**src/rtl/pipelined_cla_adder.sv**
```systemverilog
// Pipelined carry-lookahead adder/subtractor: one GROUP_WIDTH-bit CLA group per stage.
// Optional zero-result flag output enabled by defining CLA_ZERO_FLAG_EN.
module pipelined_cla_adder #(
  parameter int WIDTH       = 64,
  parameter int GROUP_WIDTH = 16
) (
  input  logic             clk,
  input  logic             rst_n,
  input  logic             in_valid,
  output logic             in_ready,
  input  logic [WIDTH-1:0] num_one,
  input  logic [WIDTH-1:0] num_two,
  input  logic             cin,
  input  logic             sub,
  output logic             out_valid,
  input  logic             out_ready,
  output logic [WIDTH-1:0] sum,
  output logic             cout,
  output logic             overflow
`ifdef CLA_ZERO_FLAG_EN
  ,
  output logic             zero
`endif
);

  localparam int NG = WIDTH / GROUP_WIDTH;
  localparam int GW = GROUP_WIDTH;

  // Flat sum-of-products lookahead: c[i+1] = g_i | p_i g_{i-1} | ... | p_i..p_0 c0.
  function automatic logic [GW:0] group_carries(input logic [GW-1:0] g,
                                                input logic [GW-1:0] p,
                                                input logic          c0);
    logic [GW:0] c;
    logic        term;
    c    = '0;
    c[0] = c0;
    for (int i = 0; i < GW; i++) begin
      term = c0;
      for (int j = 0; j <= i; j++) term = term & p[j];
      c[i+1] = term;
      for (int j = 0; j <= i; j++) begin
        term = g[j];
        for (int m = j + 1; m <= i; m++) term = term & p[m];
        c[i+1] = c[i+1] | term;
      end
    end
    return c;
  endfunction

  // Handshake: a beat moves on a cycle where valid & ready are both high. The whole
  // pipe advances together (advance = !out_valid | out_ready); when it does not,
  // every stage, bubbles included, holds and in_ready is low.
  logic advance;

  // Index 0 is the entry point; index k+1 is the register output of stage k.
  logic             vld_w [NG+1];
  logic [WIDTH-1:0] a_w   [NG+1];
  logic [WIDTH-1:0] b_w   [NG+1];
  logic [WIDTH-1:0] res_w [NG+1];
  logic             c_w   [NG+1];

  assign advance  = !out_valid || out_ready;
  assign in_ready = advance;

  // B is inverted at entry for subtract so every stage only ever adds.
  assign vld_w[0] = in_valid;
  assign a_w[0]   = num_one;
  assign b_w[0]   = sub ? ~num_two : num_two;
  assign res_w[0] = '0;
  assign c_w[0]   = cin;

  for (genvar k = 0; k < NG; k++) begin : g_stage
    logic [GW-1:0]    ga;
    logic [GW-1:0]    gb;
    logic [GW-1:0]    gp;
    logic [GW-1:0]    gs;
    logic [GW:0]      gc;
    logic [WIDTH-1:0] res_d;

    logic             vld_q;
    logic [WIDTH-1:0] a_q;
    logic [WIDTH-1:0] b_q;
    logic [WIDTH-1:0] res_q;
    logic             c_q;

    assign ga = a_w[k][k*GW +: GW];
    assign gb = b_w[k][k*GW +: GW];
    assign gp = ga ^ gb;
    assign gc = group_carries(ga & gb, gp, c_w[k]);
    assign gs = gp ^ gc[GW-1:0];

    always_comb begin
      res_d               = res_w[k];
      res_d[k*GW +: GW]   = gs;
    end

    always_ff @(posedge clk or negedge rst_n) begin
      if (!rst_n) begin
        vld_q <= 1'b0;
        a_q   <= '0;
        b_q   <= '0;
        res_q <= '0;
        c_q   <= 1'b0;
      end else if (advance) begin
        vld_q <= vld_w[k];
        a_q   <= a_w[k];
        b_q   <= b_w[k];
        res_q <= res_d;
        c_q   <= gc[GW];
      end
    end

    assign vld_w[k+1] = vld_q;
    assign a_w[k+1]   = a_q;
    assign b_w[k+1]   = b_q;
    assign res_w[k+1] = res_q;
    assign c_w[k+1]   = c_q;

    if (k == NG - 1) begin : g_last
      // The last group contains the MSB, so its internal carry gc[GW-1] is the carry into the MSB.
      logic ovf_q;

      always_ff @(posedge clk or negedge rst_n) begin
        if (!rst_n) begin
          ovf_q <= 1'b0;
        end else if (advance) begin
          ovf_q <= gc[GW] ^ gc[GW-1];
        end
      end

      assign overflow = ovf_q;

`ifdef CLA_ZERO_FLAG_EN
      logic zero_q;

      always_ff @(posedge clk or negedge rst_n) begin
        if (!rst_n) begin
          zero_q <= 1'b0;
        end else if (advance) begin
          zero_q <= ~|res_d;
        end
      end

      assign zero = zero_q;
`endif
    end
  end

  assign out_valid = vld_w[NG];
  assign sum       = res_w[NG];
  assign cout      = c_w[NG];

endmodule

```
**config.mk**
```make
export PLATFORM = sky130hd
export DESIGN_NAME = pipelined_cla_adder
export DESIGN_NICKNAME = d
export VERILOG_FILES = /design/src/rtl/pipelined_cla_adder.sv
export SDC_FILE = /design/constraint.sdc
export NUM_CORES = 1
export LEC_CHECK = 0
export CAP_MARGIN = 20
export CORE_ASPECT_RATIO = 1.2
export CORE_MARGIN = 5
export CORE_UTILIZATION = 35
export CTS_CLUSTER_DIAMETER = 200
export DETAILED_ROUTE_END_ITERATION = 10
export GPL_TIMING_DRIVEN = 0
export HOLD_SLACK_MARGIN = 0.1
export MAX_ROUTING_LAYER = met4
export PLACE_DENSITY = 0.51
export RECOVER_POWER = 100
export SYNTH_ARGS = -nofsm -noshare
export SYNTH_HDL_FRONTEND = slang
export SYNTH_SLANG_ARGS = --single-unit
```
**constraint.sdc**
```tcl
create_clock -name clk -period 5 [get_ports clk]
set_input_delay 0.75 -clock clk [delete_from_list [all_inputs] [get_ports clk]]
set_output_delay 0.75 -clock clk [all_outputs]
set_load 0.03 [all_outputs]
```
==> impl.org <==
** Status
- The flow ran to the end, but the final reports show violations.
- Violated checks :: max-capacitance violations, max-slew violations

** Synth
- Post-synthesis xor/xnor area fraction :: 5.816%
- In this run, distinct cell masters in the synthesized netlist total 50.
- In the post-synthesis netlist, the biggest area contributors are sky130_fd_sc_hd__dfrtp_1, sky130_fd_sc_hd__nand2_1, sky130_fd_sc_hd__ha_1, sky130_fd_sc_hd__xnor2_1, sky130_fd_sc_hd__o21ai_1.
- Instance count of the mapped netlist :: 1783
- Counting flops with an async set or reset pin after synthesis yields a share of 100.0%.
- Share of the synthesized area in the top cell type :: 56.06%
- Summing every instance area after synthesis gives 16110 sq um.
- The number of nets handed over by synthesis was 1989.
- Multiplexer share of the synthesized area :: 0.06988%
- Yosys reg bits :: 361
- Basic-gate share of the synthesized area counting and, or, nand and nor cells :: 22.41%
- Yosys mapped a number of flops with a built-in enable equal to 0.
- Warnings, synthesis :: 0
- The synthesized netlist devotes 5.777% of its cell area to adder and majority cells.
- Mean post-synth cell area :: 9.038 sq um
- Summing the areas of all compound-gate instances in the mapped netlist gives 7.493% of the synthesized area.
- The most used flip-flop cell after synthesis is sky130_fd_sc_hd__dfrtp_1.
- Largest area contributor in the netlist :: sky130_fd_sc_hd__dfrtp_1
- Share of the yosys chip area belonging to registers :: 56.06%
- Combinational family with the most area after synthesis :: simple AND/OR/NAND/NOR gates

** Route
- Dividing the detail-routed via count by the number of cells gives 4.620.
- Drt first-iter violations :: 506
- Post-route ant nets :: 0
- For this block, the via count after detailed routing is 12341.
- Pre-antenna DRT Iters :: 5
- Wires add up to 44250 um.
- In the routed design, unresolved DRC markers number 0.
- Avg WL per Cell :: 16.56 um

** Setup path
- CP Data Arrival Time :: 3.89 ns
- Ordered list of cells on the worst path :: dlygate4sd3_1 -> nor2b_1 -> clkbuf_1 -> clkinv_1 -> clkbuf_1 -> clkbuf_1 -> dlygate4sd3_1
- Worst Setup End Kind :: output pin
- For the worst setup path, the data required time is 4.25 ns.
- Crit start category :: primary input
- In this run the worst setup path begins at out_ready.
- The slowest stage of the critical path belongs to the cell sky130_fd_sc_hd__dlygate4sd3_1.
- Worst stage delay on the critical path :: 0.84 ns
- In this run the worst path has a maximum fanout of 10.
- The critical path in this run is classified as in2out.
- Counting stages on the worst path, the most repeated cell is sky130_fd_sc_hd__clkbuf_1.
- Launch point of the worst reg-to-reg path :: out_valid$_DFFE_PN0P_

** GRT
- Global routing consumed, over all layers together, 18.28% of the routing resources.
- Largest net degree at the start of global routing :: 110
- Grt met2 use :: 31.61%
- In this run the most used layer during global routing was met2.
- For this run the aggregate overflow at the end of global routing stands at 0.
- Met1 Use GR :: 22.86%
- The number of global-route vias before repair was 12807.
- Met3 usage :: 2.233%
- The first global-routing pass estimated 70370 um of wire.
- Initial antenna violation count :: 0

** Clock tree
- After clock tree synthesis, the clock-pin slew on the worst setup and hold paths is 0.06 ns.
- Post-CTS timing repair inserted 0 buffers for setup.
- Cell at the root of the clock tree :: sky130_fd_sc_hd__clkbuf_16
- Level count of the clock H-tree :: 2
- Clock tree from TritonCTS :: done
- For the worst-skew pair, the clock arrives at the later sink with an insertion delay of 0.54 ns.
- Maximum clock insertion buffer count :: 3
- # resized after CTS :: 0
- Clock tree synthesis found a total of 361 sinks.
- Clock tree synthesis inserted a total of 40 buffers.
- Post-cts hold buffer count :: 0

** Finish
- The library cells used most frequently in the layout, excluding fill and tap cells, are sky130_fd_sc_hd__nand2_1, sky130_fd_sc_hd__dfrtp_1, sky130_fd_sc_hd__clkdlybuf4s50_1.
- Most common cell after layout, fill and taps aside :: sky130_fd_sc_hd__nand2_1
- Across the whole layout, storage elements account for 9034 sq um.
- At the end of the flow, the number of nets in the layout was 2235.
- Cells fill 44.40% of the core in the end.
- Counting the fill cells in the layout gives 4572.
- Share of cells above drive strength 1 :: 3.309%
- The multi-input combinational cells in the finished layout cover a total of 6693 sq um.
- The number of antenna diodes in the final layout is 0.
- Area delta synth->final :: 26.02%

** Timing
- Fmax :: 215.7 MHz
- Final Max Slew Viols :: 76
- Fin Clk Skew :: 0.01863 ns
- Hold Fails Final Rpt :: 0
- Setup repair after global routing left no endpoint under its margin.
- Of the available clock period, the critical path in the final layout requires 92.71%.
- Measured against its own limit, the worst slew margin works out to -152.2%.
- Total of endpoints with negative setup slack in the final report :: 0
- For the pin with the worst max-slew slack, the measured transition is 3.783 ns.
- Subtracting the final worst setup slack from the clock period gives 4.635 ns.

** Floorplan
- DIE AREA :: 50450 sq um
- The floorplan step set the die width to 205.9 um.
- Placeable core region :: 45730 sq um
- The floorplan has 86 rows.
- During I/O placement, the number of pins put on the boundary was 202.
- Height of the die :: 245.1 um
- Effective utilization at floorplan :: 35.24%

** Power
- In this run the power spent charging and discharging nets is 5140 uW.
- Across the VDD grid, the largest voltage drop is 240.7 uV.
- Power Total :: 13220 uW
- Net switching is 38.87% of the power.
- Cell-internal power :: 8082 uW
- Per report_power, the clock group accounts for 22.6% of the total.
- Power Density :: 651.1 nW/um^2
- Leakage power :: 0.009731 uW
- Share of total power in sequential cells :: 37.9%
- Per report_power, the combinational group accounts for 39.5% of the total.

** Min path
- Hold Crit Class :: reg2reg
- The worst hold path begins at sum[11]$_DFFE_PN0P_.

** Placement
- The congestion estimate from routability-driven global placement came to 0.8245.
- Summed over all nets, the half-perimeter wirelength after detailed placement is 32710 um.
- Port buffering added 200 buffers.

** Flow run
- Across the run, the number of max-cap violations was 1.
==> per-stage QoR <==
stage               worst slack [ns]  instance area (sq um)  setup TNS [ns]  hold WS, ns  std cells
floorplan                      1.118                  16110               0       0.4300       1783
global placement              -12.93                  18890        -4651.72       0.4499       2599
detailed placement            0.2250                  18990               0       0.4512       2603
CTS                           0.3702                  20310               0       0.2084       2671
global route                  0.2365                  20310               0       0.4814       2671
finish                        0.3647                  20310               0       0.4601       2671
==> final cells by class <==
class                      instances  share of cell area [%]
buffer                            87                   1.608
inverter                          15                  0.2773
multi-input combinational       1320                   32.96
clock inverter                     7                  0.5607
timing repair buffer             204                   10.35
tap                              616                   3.795
sequential                       361                   44.49
clock buffer                      61                   5.964
==> critical path, delay by kind of cell <==
family,cells,cell delay (ns)
buf+inv,6,3.06
simple gates,1,0.05
==> state kept, by name, summed over array words and instances, names as in the netlist <==
name / cells
cout: 1
g_stage.a_q: 96
g_stage.b_q: 96
g_stage.c_q: 3
g_stage.res_q: 96
g_stage.vld_q: 3
out_valid: 1
overflow: 1
sum: 64
==> cell families (layout without fill, tap and decap cells) <==
family	Yosys count	after routing
xor+xnor	107	107
buf+inv	102	374
mux	1	1
compound gates	205	205
fa+ha+maj	72	72
simple gates	935	935
flops	361	361
==> cells in the mapped netlist (all sizes together) (9+ instances only) <==
cell type and count:
o21a 11, nor2 52, clkbuf 80, xnor2 74, a21oi 57, ha 68, nand2 834, dfrtp 361
xor2 33, o31ai 9, o21ai 88, nand2b 11, nor3 12, inv 15
==> power groups by stage <==
stage | combinational [uW] | sequential (uW) | clock [uW]
2_1_floorplan | 3170 | 5360 | 0
3_3_place_gp | 5360 | 5090 | 0
3_5_place_dp | 5450 | 5090 | 0
4_1_cts | 5470 | 5050 | 3080
5_1_grt | 5930 | 5180 | 3200
6_report | 5220 | 5020 | 2990
==> worst paths after layout <==
check	depth (start not counted)	slack (ns)	end
worst min register to register	2	0.46	sum[11]$_DFFE_PN0P_
min in group asynchronous	1	1.64	g_stage[0].b_q[43]$_DFFE_PN0P_
max in group asynchronous	1	1.20	g_stage[0].a_q[19]$_DFFE_PN0P_
worst max-delay path	7	0.36	in_ready
worst max register to register	7	1.72	g_stage[1].a_q[34]$_DFFE_PN0P_
worst min-delay path	2	0.46	sum[11]$_DFFE_PN0P_
==> layer usage <==
layer / up-vias / share of wire (%)
li1: 6202 / -
met1: 5896 / 44
met2: 186 / 51
met3: 57 / 3.1
met4: 0 / 2.3
met5: - / 0
No activity file was read; power rests on OpenSTA's default activity.
